[config.mk]
export PLATFORM = sky130hd
export DESIGN_NAME = pose_commit_stage
export DESIGN_NICKNAME = d
export VERILOG_FILES = /design/src/rtl/pose_pkg.sv /design/src/rtl/frame_step_timer.sv /design/src/rtl/pose_commit_stage.sv
export SDC_FILE = /design/constraint.sdc
export NUM_CORES = 1
export LEC_CHECK = 0
export ABC_AREA = 1
export BUFFER_PORTS_ARGS = -buffer_cell sky130_fd_sc_hd__buf_4
export CORE_MARGIN = 2
export CORE_UTILIZATION = 52
export CTS_CLUSTER_DIAMETER = 100
export CTS_CLUSTER_SIZE = 14
export DETAILED_ROUTE_END_ITERATION = 6
export GPL_ROUTABILITY_DRIVEN = 0
export PLACE_DENSITY_LB_ADDON = 0.15
export SLEW_MARGIN = 25
export SYNTH_ARGS = -nofsm -noshare
export SYNTH_HDL_FRONTEND = slang
export SYNTH_SLANG_ARGS = --single-unit
[constraint.sdc]
create_clock -name clk_in -period 3.3 [get_ports clk_in]
set_input_delay 0.33 -clock clk_in [delete_from_list [all_inputs] [get_ports clk_in]]
set_output_delay 0.33 -clock clk_in [all_outputs]
set_load 0.03 [all_outputs]
[src/rtl/pose_pkg.sv]
// Shared types and constants for the pose commit stage.
// A pose is the translate/scale/rotation bundle handed from the
// switch-driven input stage to the transform-matrix builder.
package pose_pkg;

    localparam int TRANSLATE_W = 9;
    localparam int ROT_W       = 5;
    localparam int SCALE_W     = 32;

    // IEEE-754 single precision 1.0
    localparam logic [SCALE_W-1:0] SCALE_ONE = 32'h3F80_0000;

    // translate[0] occupies the least significant bits of the packed vector
    typedef struct packed {
        logic [2:0][TRANSLATE_W-1:0] translate;
        logic [SCALE_W-1:0]          scale;
        logic [ROT_W-1:0]            pitch;
        logic [ROT_W-1:0]            roll;
        logic [ROT_W-1:0]            yaw;
    } pose_t;

    typedef enum logic [1:0] {
        ST_IDLE,
        ST_SETTLE,
        ST_COMMIT,
        ST_HOLD
    } state_t;

    // Reset pose: everything zero except the scale, which starts at the
    // caller-chosen value so the renderer never sees a degenerate scale.
    function automatic pose_t pose_reset_value(input logic [SCALE_W-1:0] scale);
        pose_t p;
        p       = '0;
        p.scale = scale;
        return p;
    endfunction

endpackage

[src/rtl/frame_step_timer.sv]
// Frame pacing for the pose commit stage. Counts vblank pulses seen while
// the stage is idle and decides whether a pulse triggers the one-off
// initial commit, a step of the input stage, or just advances the count.
module frame_step_timer #(
    parameter int STEP_FRAMES = 2
) (
    input  logic clk,
    input  logic rst_n,
    input  logic frame_start,
    input  logic idle,
    output logic init_go,
    output logic step_go,
    output logic step_valid
);

    localparam int FRAME_W = (STEP_FRAMES > 1) ? $clog2(STEP_FRAMES) : 1;
    localparam logic [FRAME_W-1:0] FRAME_LAST = FRAME_W'(STEP_FRAMES - 1);

    logic [FRAME_W-1:0] frame_cnt;
    logic               init_pending;
    logic               frame_seen;

    assign frame_seen = idle && frame_start;
    assign init_go    = frame_seen && init_pending;
    assign step_go    = frame_seen && !init_pending && (frame_cnt == FRAME_LAST);

    // The first accepted frame after reset only publishes the reset pose;
    // later frames count up and every STEP_FRAMES-th one emits a step pulse.
    always_ff @(posedge clk) begin
        if (!rst_n) begin
            frame_cnt    <= '0;
            init_pending <= 1'b1;
            step_valid   <= 1'b0;
        end else begin
            step_valid <= step_go;
            if (init_go) begin
                init_pending <= 1'b0;
            end else if (step_go) begin
                frame_cnt <= '0;
            end else if (frame_seen) begin
                frame_cnt <= frame_cnt + 1'b1;
            end
        end
    end

endmodule

[src/rtl/pose_commit_stage.sv]
// Pose commit stage: paces the input stage with step pulses, holds the
// working pose that is fed back to it, and after each step publishes a
// frame-stable snapshot of that pose over a valid/ready handshake.
module pose_commit_stage
    import pose_pkg::*;
#(
    parameter int          STEP_FRAMES   = 2,
    parameter int          SETTLE_CYCLES = 16,
    parameter logic [31:0] SCALE_RESET   = 32'h3F80_0000
) (
    input  logic        clk_in,
    input  logic        rst_in,
    input  logic        frame_start_in,
    output logic        step_valid_out,
    input  logic [26:0] translate_in,
    input  logic [4:0]  pitch_in,
    input  logic [4:0]  roll_in,
    input  logic [4:0]  yaw_in,
    input  logic [31:0] scale_in,
    input  logic        scale_valid_in,
    output logic [26:0] current_translate_out,
    output logic [31:0] current_scale_out,
    output logic [4:0]  current_pitch_out,
    output logic [4:0]  current_roll_out,
    output logic [4:0]  current_yaw_out,
    output logic [26:0] pose_translate_out,
    output logic [31:0] pose_scale_out,
    output logic [4:0]  pose_pitch_out,
    output logic [4:0]  pose_roll_out,
    output logic [4:0]  pose_yaw_out,
    output logic        pose_valid_out,
    input  logic        pose_ready_in,
    output logic [7:0]  overrun_cnt_out
);

    localparam int SETTLE_W = (SETTLE_CYCLES > 1) ? $clog2(SETTLE_CYCLES) : 1;
    localparam logic [SETTLE_W-1:0] SETTLE_LAST = SETTLE_W'(SETTLE_CYCLES - 1);

    state_t              state;
    logic [SETTLE_W-1:0] settle_cnt;
    pose_t               work_pose;
    pose_t               commit_pose;
    logic                pose_valid;
    logic [7:0]          overrun_cnt;
    logic                idle;
    logic                init_go;
    logic                step_go;
    logic                settle_done;

    assign idle        = (state == ST_IDLE);
    assign settle_done = (state == ST_SETTLE) && (settle_cnt == SETTLE_LAST);

    frame_step_timer #(
        .STEP_FRAMES(STEP_FRAMES)
    ) u_frame_step_timer (
        .clk        (clk_in),
        .rst_n      (rst_in),
        .frame_start(frame_start_in),
        .idle       (idle),
        .init_go    (init_go),
        .step_go    (step_go),
        .step_valid (step_valid_out)
    );

    // Sequencing: wait for a frame, let the input stage settle after a step,
    // snapshot the working pose, then hold it until the renderer takes it.
    always_ff @(posedge clk_in) begin
        if (!rst_in) begin
            state       <= ST_IDLE;
            settle_cnt  <= '0;
            commit_pose <= pose_reset_value(SCALE_RESET);
            pose_valid  <= 1'b0;
        end else begin
            case (state)
                ST_IDLE: begin
                    if (init_go) begin
                        state <= ST_COMMIT;
                    end else if (step_go) begin
                        settle_cnt <= '0;
                        state      <= ST_SETTLE;
                    end
                end
                ST_SETTLE: begin
                    settle_cnt <= settle_cnt + 1'b1;
                    if (settle_cnt == SETTLE_LAST) begin
                        state <= ST_COMMIT;
                    end
                end
                ST_COMMIT: begin
                    commit_pose <= work_pose;
                    pose_valid  <= 1'b1;
                    state       <= ST_HOLD;
                end
                ST_HOLD: begin
                    if (pose_valid && pose_ready_in) begin
                        pose_valid <= 1'b0;
                        state      <= ST_IDLE;
                    end
                end
                default: begin
                    state <= ST_IDLE;
                end
            endcase
        end
    end

    // Working pose: scale follows its strobe at any time, while translate and
    // rotation are sampled only once the input stage has had time to settle.
    always_ff @(posedge clk_in) begin
        if (!rst_in) begin
            work_pose <= pose_reset_value(SCALE_RESET);
        end else begin
            if (scale_valid_in) begin
                work_pose.scale <= scale_in;
            end
            if (settle_done) begin
                work_pose.translate <= translate_in;
                work_pose.pitch     <= pitch_in;
                work_pose.roll      <= roll_in;
                work_pose.yaw       <= yaw_in;
            end
        end
    end

    // Frames arriving while a step or handshake is in flight are lost; keep a
    // saturating tally of them for diagnostics.
    always_ff @(posedge clk_in) begin
        if (!rst_in) begin
            overrun_cnt <= '0;
        end else if (frame_start_in && !idle && (overrun_cnt != 8'hFF)) begin
            overrun_cnt <= overrun_cnt + 1'b1;
        end
    end

    assign current_translate_out = work_pose.translate;
    assign current_scale_out     = work_pose.scale;
    assign current_pitch_out     = work_pose.pitch;
    assign current_roll_out      = work_pose.roll;
    assign current_yaw_out       = work_pose.yaw;

    assign pose_translate_out = commit_pose.translate;
    assign pose_scale_out     = commit_pose.scale;
    assign pose_pitch_out     = commit_pose.pitch;
    assign pose_roll_out      = commit_pose.roll;
    assign pose_yaw_out       = commit_pose.yaw;
    assign pose_valid_out     = pose_valid;
    assign overrun_cnt_out    = overrun_cnt;

endmodule

Yosys cells after proc, flatten, opt, wreduce, memory -nomap -nowiden
Cells that the tools add are included.
{"block": "totals", "regBits": 166, "wordCells": 65, "inputBits": 79}
{"block": "op_classes", "bitwise": 1, "n_mux": 12, "reduce_logical": 18, "n_addsub": 3, "eq_ne": 10}
{"op": "8-bit by 1-bit adder with 8-bit output, second input constant", "n": 1}
{"op": "1-bit logical AND", "n": 8}
{"op": "2-bit 2-to-1 mux", "n": 4}
{"op": "4-bit 2-to-1 mux", "n": 2}
{"op": "8-bit inequality test, second input constant", "n": 1}
{"op": "2-bit case mux with 4 select lines", "n": 1}
{"op": "4-bit case mux with 2 select lines", "n": 1}
{"op": "3-bit AND reduction", "n": 2}
{"op": "2-bit nonzero test", "n": 3}
{"op": "4-bit by 1-bit adder with 4-bit output, second input constant", "n": 1}
{"op": "2-bit == test, second input constant", "n": 2}
{"op": "4-bit == test, second input constant", "n": 1}
{"op": "2-bit by 1-bit inequality test with 1-bit output, second input constant", "n": 2}
{"op": "2-bit inequality test, second input constant", "n": 2}
{"op": "2-bit AND reduction", "n": 2}
{"op": "1-bit 2-to-1 mux", "n": 3}
{"op": "3-bit by 1-bit inequality test with 1-bit output, second input constant", "n": 1}
{"op": "2-bit by 1-bit == test with 1-bit output, second input constant", "n": 1}
{"op": "1-bit zero test", "n": 2}
{"op": "2-bit zero test", "n": 1}
{"op": "1-bit case mux with 2 select lines", "n": 1}
{"op": "1-bit adder, second input constant", "n": 1}
{"op": "1-bit NOT", "n": 1}

Longest topological paths before layout
Gate-level depths: netlist of the first run.
{"block": "logic_depth", "depth_word": 7, "mapped_depth": 10, "mapped_depth_nobuf": 10}

Modules after synthesis
From an unflattened synthesis of the first run, not the netlist that was laid out.
{"block": "hier_totals", "hier_cells": 798, "area_unflattened_um2": 6135.9}
{"module": "pose_commit_stage", "n_inst": 1, "area_per_inst_um2": 6027.0, "cells_per_inst": 783, "seq_area_each_um2": 3263.1}
{"module": "frame_step_timer", "n_inst": 1, "area_per_inst_um2": 108.9, "cells_per_inst": 15, "seq_area_each_um2": 60.1}

Least setup slack after synthesis of the first run
No wires, ideal clock.
{"block": "synth_timing", "kind": "reg-to-reg", "from": "reg overrun_cnt[0] (netlist: overrun_cnt_out[0])", "to": "reg overrun_cnt[7] (netlist: overrun_cnt_out[7])", "path_stages_with_launch": 9, "t_arrival_ns": 1.399, "n_path_buf": 0, "setup_ns": 0.113, "path_slack_ns": 1.788, "required_time_ns": 3.187, "path_cell_list": "dfxtp_1 > ha_1 > nand2_1 > nor2_1 > nand2_2 > nand2_4 > nor2_1 > nor2_1 > nor2_1"}
{"block": "synth_via", "elab_chain_cells": 2, "elab_cells_between_ends": 3, "classes_between": "1 x add/sub; 1 x eq/ne; 1 x reduce/logical"}
{"item": "start, declared", "line_no": "pose_commit_stage.sv:44", "source": "logic [7:0] overrun_cnt;"}
{"item": "start signal, assigned", "line_no": "pose_commit_stage.sv:131", "source": "overrun_cnt <= overrun_cnt + 1'b1;"}
{"item": "parallel branches: the longest is 2 deep, another holds 8-bit by 1-bit adder with 8-bit output"}
Parallel ways; which one is timed is not known.
A chain may end at the register's enable or synchronous reset.

Worst setup path in the final report of the first run
{"block": "layout_timing", "from": "reg state[1]", "to": "reg work_pose (netlist bit current_yaw_out[2])"}
{"block": "layout_via", "elab_chain_cells": 2}
{"item": "start, declared", "line_no": "pose_commit_stage.sv:39", "source": "state_t state;"}
{"item": "start signal, assigned", "line_no": "pose_commit_stage.sv:69", "source": "state <= ST_IDLE;"}
{"item": "start signal, assigned", "line_no": "pose_commit_stage.sv:77", "source": "state <= ST_COMMIT;"}
{"item": "start signal, assigned", "line_no": "pose_commit_stage.sv:80", "source": "state <= ST_SETTLE;"}
{"item": "2-bit by 1-bit == test with 1-bit output", "line_no": "pose_commit_stage.sv:51", "source": "assign settle_done = (state == ST_SETTLE) && (settle_cnt == SETTLE_LAST);"}
{"item": "1-bit logical AND", "line_no": "pose_commit_stage.sv:51"}
{"item": "end signal, assigned", "line_no": "pose_commit_stage.sv:111", "source": "work_pose <= pose_reset_value(SCALE_RESET);"}
{"item": "end, declared", "line_no": "pose_commit_stage.sv:41", "source": "pose_t work_pose;"}
No other way between the ends.

==> results.md, run 1 <==
* Via Count at about 5800
* Worst hold start: scale_in[25]
* RSZ-0062 raised after global routing: false
* Initial antenna violation count at 0
* Mapped Area at 6003 µm²
* Tmin final at roughly 2.1 ns
* Synth area leader: dfxtp_1
* Outcome: finished, violations left
* Initial Utilization at 53.03%
* Final count of hold timing violations at 0
* PwrDens at approximately 850 nW/µm²
* Startpoint types: flip-flop
* Crit path depth at 8
* # fillers at 932
* Final count of negative-setup-slack endpoints at 0
* Cell variety after synth at 21
* CP arrival at 2.40 ns
* Total gr overflow at 0
* Root buffer cell: clkbuf_16
* Antenna diodes at 0
* Fmax achieved at 477.4 MHz
* Syn Inst Count at a little under 800
* Commonest non-fill, non-tap cell in the layout: nor2_1
* Cts repair resizes at 0
* Die area at between 10000 and 15000 µm²
* Failing checks: DRC
* Maximum VDD drop at 0.5434 mV
* Share of layout cells above drive strength 1 at 27.62%
* TritonCTS buffer count at 17
* Post-DR vias/cell at 5.061
* Routed wire length at 16.42 mm
* Main area contributors after synthesis: dfxtp_1 (55%), nor2_1 (18%), o21ai_0 (11%), nand2_1 (4.3%), nand3_1 (2.2%)
* Setup WS pre-CTS at 1.253 ns
* Crit-path slowest cell: inv_2
* Number of buffers added for setup after CTS at 0
* Core Box Area at between 10000 and 15000 µm²
* Clk buf depth at 2
* # IOs at around 240
* CP cell instances: inv_1 -> ha_1 -> inv_2 -> nor2_4 -> buf_4 -> inv_2 -> nor2_1 -> nor2_1
* Max FO, Critical Path at 43
* Clock transition at path regs at 0.06 ns
* Most frequent cells in the layout: nor2_1 (285), buf_4 (238), dfxtp_1 (166)
* Post-DRT Antenna Nets at 0
* Post-synth net total at 871
* H-tree levels at 4
* Pins Over Slew Limit at 0
* Post-layout nets at between 1000 and 1500
* CP top delay family: buffers and inverters
* Post-synth top area share at between 50% and 60%
* R2r worst-path depth at 8
* Worst path required time at ~3.6 ns
* CTS tree: built
* GRT Util Overall at 26.50%
* Initial DRC Count at between 500 and 600
* Worst-margin pin slew at 0.8910 ns
* Synthesized flop and latch total at 166
* DR pass1 iterations at 7
* Cts hold-fix bufs at 0
* Post-route DRC at 2
* Clk_lat worst skew at approximately 0.43 ns
* Final Skew at about 0.0061 ns
* FF-to-FF End: current_yaw_out[2]
* Die width at roughly 110 µm
* Mapped Avg Cell Area at 7.638 µm²
* Worst r2r src: state[1]
* Reg2Reg Setup Slack at 1.21 ns
* Critical path's largest stage delay at 0.40 ns
* Relative slew margins at 40.24%
* Worst hold stages at 3
* YS warnings at 0
* Post-DP HPWL at 10.67 mm
* Global-route wire length before repair at between 20 and 30 mm
* Max_cap viols at 0
* Routed len/inst at roughly 14 µm
* Port bufs at 236
* Tcrit/Tclk final at 63.48%
* Leak at 4.223 nW
* Final Worst Setup Slack at 1.205 ns
* Die Ht at 111.4 µm
* Tot Pwr at 0.007122 W
* Buf/Inv on CP at 4
* Hold crit path type: in2reg
* Vias in the first global route at 5467
* Clk sink count at 166
* Crit. End Element: flip-flop
* Rows at 39
* Worst min-delay path endpoint: current_scale_out[25]
* Setup_tns at 0 ns
* Largest net degree at the start of global routing at 91
* Sequential cell area fraction in the yosys report at 55.36%
* Hold Slack at ~0.11 ns
* Setup CP Type: reg2reg
* Area Growth Syn to Fin at 40.16%
-- per-layer routing --
metal / global-route usage (%) / part of all wire [%]
met5: 0 / 0
met4: 10.86 / 2.3
met3: 9.254 / 8.0
met2: 42.56 / 48
met1: 32.72 / 42
-- cells in the mapped netlist --
cell type / count
o21ai_1: 7
buf_2: 18
dfxtp_1: 166
inv_2: 2
nand3b_1: 1
a21oi_1: 12
nand3_1: 26
nand4_1: 3
nor3_1: 1
nor2_4: 1
inv_1: 20
nor2_1: 285
nand2_1: 69
nor2_2: 2
o21ai_0: 134
clkbuf_1: 26
ha_1: 6
nand2_4: 1
xor2_1: 1
buf_4: 3
nand2_2: 2
-- registers in the layout, summed over array words and instances (netlist names), 2 cells and up --
signal / cells
current_scale_out: 32
pose_scale_out: 32
current_translate_out: 27
pose_translate_out: 27
overrun_cnt_out: 8
current_pitch_out: 5
current_roll_out: 5
current_yaw_out: 5
pose_pitch_out: 5
pose_roll_out: 5
pose_yaw_out: 5
settle_cnt: 4
state: 2
-- tightest hold or removal path: stages --
cell and delay, ns:
buf_4 0.07, nand2_1 0.04, nand3_1 0.06
-- cell families (layout without fill, tap and decap cells) --
family,count (synthesis),after routing,share of synthesized area [%]
XOR/XNOR,1,1,0.1459
AND/OR/NAND/NOR,391,391,25.61
flip-flops,166,166,55.36
AO/OA/AOI/OAI,153,153,12.76
buffers and inverters,69,293,4.877
adder cells (fa/ha/maj),6,6,1.250
-- worst max-delay path by stage --
stage	slack (ns)	to	start
finish	1.21	current_yaw_out[2]	state[1]
CTS	1.22	current_yaw_out[2]	state[1]
global placement	1.37	current_translate_out[20]	state[1]
floorplan	1.79	overrun_cnt_out[7]	overrun_cnt_out[0]
detailed placement	1.25	current_translate_out[9]	state[1]
global route	1.02	current_translate_out[24]	state[1]
-- final cells by class --
type                    count  area (µm²)  area share [%]
clock buffers              21       460.4           5.472
clock inverters            10       152.6           1.814
inverters                  22       82.58          0.9814
multi-input cells         551        2390           28.40
flip-flops and latches    166        3323           39.49
well taps                 143       178.9           2.126
repair buffers            240        1827           21.71
-- stage by stage --
stage	std cells	cell area, µm²	util, %
final	1153	8414	74.33
after detailed placement	1122	7801	68.91
after floorplan	786	6003	-
after global placement	1122	7801	68.91
after CTS	1153	8414	74.33
after global routing	1153	8414	74.33
-- power breakdown --
group	switching, W	total, W	internal [W]	leakage (nW)
registers	0.000227	0.00263	0.00241	1.36
logic	0.00162	0.00244	0.000822	2.56
clock network	0.000753	0.00205	0.00129	0.302
total	0.00260	0.00712	0.00452	4.22
(Power assumes the default switching activity.)
==> inputs of run 2 (changes only) <==
--- a/config.mk
+++ b/config.mk
@@ -5,10 +5,10 @@
 export SDC_FILE = /design/constraint.sdc
 export NUM_CORES = 1
 export LEC_CHECK = 0
-export ABC_AREA = 1
+export ABC_AREA = 0
 export BUFFER_PORTS_ARGS = -buffer_cell sky130_fd_sc_hd__buf_4
 export CORE_MARGIN = 2
-export CORE_UTILIZATION = 52
+export CORE_UTILIZATION = 48
 export CTS_CLUSTER_DIAMETER = 100
 export CTS_CLUSTER_SIZE = 14
 export DETAILED_ROUTE_END_ITERATION = 6
==> constraint.sdc (replaced) <==
create_clock -name clk_in -period 2.2 [get_ports clk_in]
set_input_delay 0.22 -clock clk_in [delete_from_list [all_inputs] [get_ports clk_in]]
set_output_delay 0.22 -clock clk_in [all_outputs]
set_load 0.03 [all_outputs]
==> results.md, run 2 <==
* DP Cell Count at 1001 (-11%)
* Clock transition at path regs at 0.06 ns (about the same)
* Reg2Reg Setup Slack at 0.30 ns (-0.90 ns)
* RSZ-0062 raised after global routing: false
* Sequential cell area fraction in the yosys report at 55.08% (-0.28 points)
* Hold crit path type: in2reg
* Die width at 116.1 µm (+4.2%)
* Most frequent cell after synthesis: dfxtp_1
* Area Growth Syn to Fin at 41.06%
* Synth area leader: dfxtp_1
* Clk buf depth at 2 (unchanged)
* Setup CP Type: reg2reg
* Post-route DRC at 0 (-2)
* Antenna diodes at 0 (unchanged)
* GR Layer Usage met2 at 39.14% (-3.4 points)
* Cell variety after synth at 35 (+67%)
* R2r worst-path depth at 6 (-2)
* Leak at 3.693 nW (-13%)
* Tot Pwr at 0.007610 W (+6.9%)
* Main area contributors after synthesis: dfxtp_1 (55%), mux2i_1 (18%), nand2_1 (6.7%), nor2_1 (6.4%), a21oi_1 (4.1%)
* # fillers at 939 (+0.75%)
* Largest net degree at the start of global routing at 70 (-23%)
* Relative slew margins at 62.71% (+22 points)
* Max FO, Critical Path at 9 (-79%)
* Post-synth top area share at 55.08% (-0.28 points)
* GRT Util Overall at 23.01% (-3.5 points)
* Cts repair resizes at 0 (unchanged)
* Tcrit/Tclk final at 86.28% (+23 points)
* Die area at 13480 µm² (+8.6%)
* Met1 usage at 26.61% (-6.1 points)
* Cts hold-fix bufs at 0 (unchanged)
* Routed wire length at 15.56 mm (-5.3%)
* Worst r2r src: state[0]
* Share of layout cells above drive strength 1 at 32.06% (+4.4 points)
* Most frequent cells in the layout: buf_4 (240), dfxtp_1 (166), mux2i_1 (107), nand2_1 (107), nor2_1 (102)
* # IOs at 237 (unchanged)
* Rows at 40 (+2.6%)
* Critical path's largest stage delay at 0.51 ns (+0.11 ns)
* Worst hold start: scale_in[23]
* Initial DRC Count at 348 (-33%)
* Synth async-reset ratio at 0% (unchanged)
* Die Ht at 116.1 µm (+4.2%)
* PwrDens at 894.2 nW/µm² (+5.6%)
* Post-Synth Adder-Cell Area at 1.244% (-0.0062 points)
* Worst min-delay path endpoint: current_scale_out[23]
* Max_cap viols at 0 (unchanged)
* Post-DP HPWL at 10.98 mm (+2.9%)
* Ys flop type: dfxtp_1
* Post-Layout Cell Count at 1029 (-11%)
* Simple-Gate Fraction of Synth Area at 15.78% (-9.8 points)
* Syn Inst Count at 630 (-20%)
* Startpoint types: flip-flop
* Root buffer cell: clkbuf_16
* Pins Over Slew Limit at 0 (unchanged)
* CTS tree: built
* FF-to-FF End: overrun_cnt_out[7]
* Clk sink count at 166 (unchanged)
* Crit-path slowest cell: or4_1
* Routing usage on met3 at 7.836% (-1.4 points)
* Post-DR vias/cell at 5.019 (-0.82%)
* Core Box Area at 12160 µm² (+7.4%)
* Fin util at 69.98% (-4.3 points)
* Worst path required time at 2.54 ns (-1.07 ns)
* Vias in the first global route at 5018 (-8.2%)
* Synthesized flop and latch total at 166 (unchanged)
* TritonCTS buffer count at 17 (unchanged)
* Post-synth net total at 715 (-18%)
* Final count of negative-setup-slack endpoints at 0 (unchanged)
* GR peak layer: met2
* Number of buffers added for setup after CTS at 0 (unchanged)
* Crit. End Element: flip-flop
* Total gr overflow at 0 (unchanged)
* Mux cell area share after synthesis at 17.94% (+18 points)
* YS warnings at 0 (unchanged)
* Synth cell count leaders: dfxtp_1 (166), mux2i_1 (107), nand2_1 (107)
* Largest family of logic cells by synthesized area: multiplexers
* Global-route wire length before repair at 24.27 mm (-9.3%)
* Initial Utilization at 49.61% (-3.4 points)
* Post-synth EDFFs at 0 (unchanged)
* Clk_lat worst skew at 0.42 ns (about the same)
* Final count of hold timing violations at 0 (unchanged)
* Tmin final at 1.898 ns (-0.1967 ns)
* Maximum VDD drop at 0.4702 mV (-13%)
* Port bufs at 236 (unchanged)
* Worst-margin pin slew at 0.5593 ns (-0.3316 ns)
* Outcome: finished, final reports clean
* Fmax achieved at 526.9 MHz (+10%)
* Setup_tns at 0 ns (unchanged)
* Via Count at 5165 (-11%)
* Post-synthesis xor/xnor area fraction at 0.7258% (+0.58 points)
* Synth Area in Compound Gates at 6.159% (-6.6 points)
* Initial antenna violation count at 0 (unchanged)
* Mapped Avg Cell Area at 9.577 µm² (+25%)
* Routed len/inst at 15.12 µm (+6.1%)
* Post-layout nets at 937 (-13%)
* CP cell instances: inv_1 -> ha_1 -> nor2b_4 -> o21ai_4 -> or4_1 -> a21oi_1
* Commonest non-fill, non-tap cell in the layout: buf_4
* Worst hold stages at 3 (unchanged)
* CP arrival at 2.24 ns (-0.16 ns)
* H-tree levels at 4 (unchanged)
* Mapped Area at 6033 µm² (+0.50%)
* Final Skew at 0.01344 ns (+0.007313 ns)
* DR pass1 iterations at 7 (unchanged)
* Post-DRT Antenna Nets at 0 (unchanged)
-- run 2: cell count changes in the layout (fill, tap and decap cells not counted), sizes merged, moves of 35 or more --
cell,previous run,this run
o21ai,141,6
mux2i,0,107
nor2,288,103
nand2,72,107
a21oi,12,50
-- run 2: layer usage --
layer / up-vias / wire, µm
met5: - / 0
met4: 0 / 358
met3: 31 / 1248
met2: 193 / 7538
met1: 2402 / 6412
li1: 2539 / -
-- run 2: per-stage QoR --
step                      hold slack [ns]  worst slack [ns]  area [µm²]
after CTS                       0.0009218            0.3073        8511
final                             0.01970            0.3019        8511
after detailed placement           0.4409            0.3249        7958
after global placement             0.4334            0.4088        7958
after floorplan                    0.3485            0.5032        6033
after global routing             0.006870            0.1388        8511
-- run 2: how the worst max path moves through the flow --
stage	to	slack (ns)	depth (start not counted)	startpoint
floorplan	overrun_cnt_out[5]	0.50	7	state[0]
global placement	overrun_cnt_out[7]	0.41	6	state[0]
detailed placement	overrun_cnt_out[5]	0.32	6	state[0]
CTS	overrun_cnt_out[5]	0.31	6	state[0]
global route	overrun_cnt_out[7]	0.14	6	state[0]
finish	overrun_cnt_out[7]	0.30	6	state[0]
-- run 2: power breakdown --
part	internal (W)	total [W]	leakage, nW	switching, W
sequential	0.00313	0.00323	1.35	0.0000993
combinational	0.000689	0.00159	2.07	0.000900
clock	0.00173	0.00279	0.275	0.00107
total	0.00555	0.00761	3.69	0.00206
-- run 2: logic make-up (layout without fill, tap and decap cells) --
group	after synthesis	after routing
compound gates	66	66
fa+ha+maj	6	6
xor+xnor	5	5
flops	166	166
buf+inv	44	275
mux	108	108
simple gates	235	235
-- run 2: area by class of cell --
cell class                 count  area [µm²]  share of cell area, %
clock buffer                  23       478.0                  5.616
sequential                   166        3323                  39.05
clock inverter                 5       75.07                 0.8821
timing repair buffer         243        1862                  21.88
multi-input combinational    420        2545                  29.90
tap                          168       210.2                  2.470
inverter                       4       17.52                 0.2058
-- run 2: worst max-delay path: cells and delay by family (launching register included) --
family	cells	cell delay [ns]
and+or+nand+nor	2	0.72
AOI/OAI and AO/OA	2	0.27
buffers and inverters	1	0.11
adders and majority gates	1	0.34
DFF	1	0.38
==> inputs of run 3 (changes only) <==
--- a/config.mk
+++ b/config.mk
@@ -13,6 +13,7 @@
 export CTS_CLUSTER_SIZE = 14
 export DETAILED_ROUTE_END_ITERATION = 6
 export GPL_ROUTABILITY_DRIVEN = 0
+export GPL_TIMING_DRIVEN = 0
 export PLACE_DENSITY_LB_ADDON = 0.15
 export SLEW_MARGIN = 25
 export SYNTH_ARGS = -nofsm -noshare
==> results.md, run 3 (synthesis gave the netlist of run 2 again) <==
* RSZ-0062 raised after global routing: false
* Worst-margin pin slew at 0.6189 ns (+0.05958 ns)
* Relative slew margins at 58.74% (-4.0 points)
* Max_cap viols at 0 (unchanged)
* Clock transition at path regs at 0.06 ns (about the same)
* Root buffer cell: clkbuf_16
* Largest net degree at the start of global routing at 17 (-76%)
* Vias in the first global route at 5260 (+4.8%)
* Post-DRT Antenna Nets at 0 (unchanged)
* Final Skew at 0.005198 ns (-0.008238 ns)
* Die width at 116.1 µm (unchanged)
* Clk_lat worst skew at 0.42 ns (about the same)
* Outcome: finished, final reports clean
* Area Growth Syn to Fin at 42.16%
* CP cell instances: inv_1 -> ha_1 -> buf_2 -> nor2b_4 -> o21ai_4 -> or4_1 -> a21oi_1
* Number of buffers added for setup after CTS at 0 (unchanged)
* Setup CP Type: reg2reg
* Clk sink count at 166 (unchanged)
* Global-route wire length before repair at 26.25 mm (+8.1%)
* Pins Over Slew Limit at 0 (unchanged)
* Share of layout cells above drive strength 1 at 31.66% (-0.40 points)
* Initial DRC Count at 266 (-24%)
* TritonCTS buffer count at 17 (unchanged)
* Most frequent cells in the layout: buf_4 (235), dfxtp_1 (166), mux2i_1 (107), nand2_1 (107), nor2_1 (103)
* Crit-path slowest cell: or4_1
* Crit. End Element: flip-flop
* Clk buf depth at 2 (unchanged)
* # IOs at 237 (unchanged)
* Routed len/inst at 16.21 µm (+7.2%)
* CP arrival at 2.25 ns (about the same)
* Post-DR vias/cell at 4.996 (-0.46%)
* Setup_tns at 0 ns (unchanged)
* Antenna diodes at 0 (unchanged)
* Post-DP HPWL at 12.80 mm (+17%)
* Post-route DRC at 0 (unchanged)
* PwrDens at 897.2 nW/µm² (+0.34%)
* Max FO, Critical Path at 9 (unchanged)
* Maximum VDD drop at 0.4728 mV (+0.54%)
* Worst path required time at 2.54 ns (about the same)
* Tcrit/Tclk final at 86.70% (+0.42 points)
* Rows at 40 (unchanged)
* Commonest non-fill, non-tap cell in the layout: buf_4
* DR pass1 iterations at 4 (-3)
* Cts hold-fix bufs at 0 (unchanged)
* Die Ht at 116.1 µm (unchanged)
* Hold Slack at 0.01964 ns (-0.00005520 ns)
* Port bufs at 235 (-0.42%)
* CTS tree: built
* Routed wire length at 17.22 mm (+11%)
* Core Box Area at 12160 µm² (unchanged)
* H-tree levels at 4 (unchanged)
* Leak at 3.761 nW (+1.8%)
* Startpoint types: flip-flop
* DP Cell Count at 1033 (+3.2%)
* Total gr overflow at 0 (unchanged)
* Via Count at 5306 (+2.7%)
* Initial antenna violation count at 0 (unchanged)
* Tmin final at 1.907 ns (+0.009330 ns)
* Die area at 13480 µm² (unchanged)
* Post-layout nets at 969 (+3.4%)
* Cts repair resizes at 0 (unchanged)
* Critical path's largest stage delay at 0.51 ns (about the same)
* Fmax achieved at 524.3 MHz (-0.49%)
* Final count of hold timing violations at 0 (unchanged)
* Post-Layout Cell Count at 1062 (+3.2%)
* Initial Utilization at 49.61% (unchanged)
* GRT Util Overall at 25.35% (+2.3 points)
* # fillers at 1020 (+8.6%)
* Hold crit path type: in2reg
* Final count of negative-setup-slack endpoints at 0 (unchanged)
run 3: cell count changes in the layout (fill, tap and decap cells not counted), sizes merged:
cell / delta
bufinv: -1
buf: +11
clkbuf: +24
clkinv: -1
run 3: path summary, 6_finish.rpt:
kind | startpoint | endpoint | slack (ns) | depth (start not counted)
worst min register to register | current_translate_out[23] | current_translate_out[23] | 0.47 | 2
worst max register to register | state[0] | overrun_cnt_out[7] | 0.29 | 7
worst max-delay path | state[0] | overrun_cnt_out[7] | 0.29 | 7
worst min-delay path | scale_in[25] | current_scale_out[25] | 0.02 | 3
run 3: critical path: cells and delay by family (launching register included):
kind	cells	cell delay, ns
compound gates	2	0.28
fa+ha+maj	1	0.19
buf+inv	2	0.26
flops	1	0.39
simple gates	2	0.71
run 3: report_power, final:
group,switching [W],total [W],internal (W)
Clock,0.00111,0.00285,0.00175
Combinational,0.000935,0.00162,0.000681
Sequential,0.0000987,0.00323,0.00313
run 3: metal layers:
| metal | GRT usage (%) | part of all wire, % |
|---|---|---|
| met3 | 8.199 | 8.0 |
| met4 | 10.71 | 2.5 |
| met1 | 28.65 | 41 |
| met2 | 44.21 | 49 |
| met5 | 0 | 0 |
run 3: area by class of cell:
| type | instances | area [µm²] | share of cell area (%) |
|---|---|---|---|
| buffer | 40 | 170.2 | 1.984 |
| clock buffer | 26 | 529.3 | 6.171 |
| clock inverter | 3 | 40.04 | 0.4668 |
| inverter | 4 | 15.01 | 0.1751 |
| multi-input combinational | 420 | 2525 | 29.44 |
| sequential | 166 | 3323 | 38.75 |
| tap | 168 | 210.2 | 2.451 |
| timing repair buffer | 235 | 1764 | 20.57 |
run 3: metrics by stage:
step | instance area (µm²) | setup slack (ns) | utilization, % | power, W
after global placement | 8008 | 0.3547 | 65.84 | 0.004870
after detailed placement | 8008 | 0.2901 | 65.84 | 0.004913
final | 8577 | 0.2926 | 70.52 | 0.007696
after global routing | 8577 | 0.09587 | 70.52 | 0.008012
after floorplan | 6033 | 0.5032 | - | 0.004402
after CTS | 8577 | 0.2770 | 70.52 | 0.007737
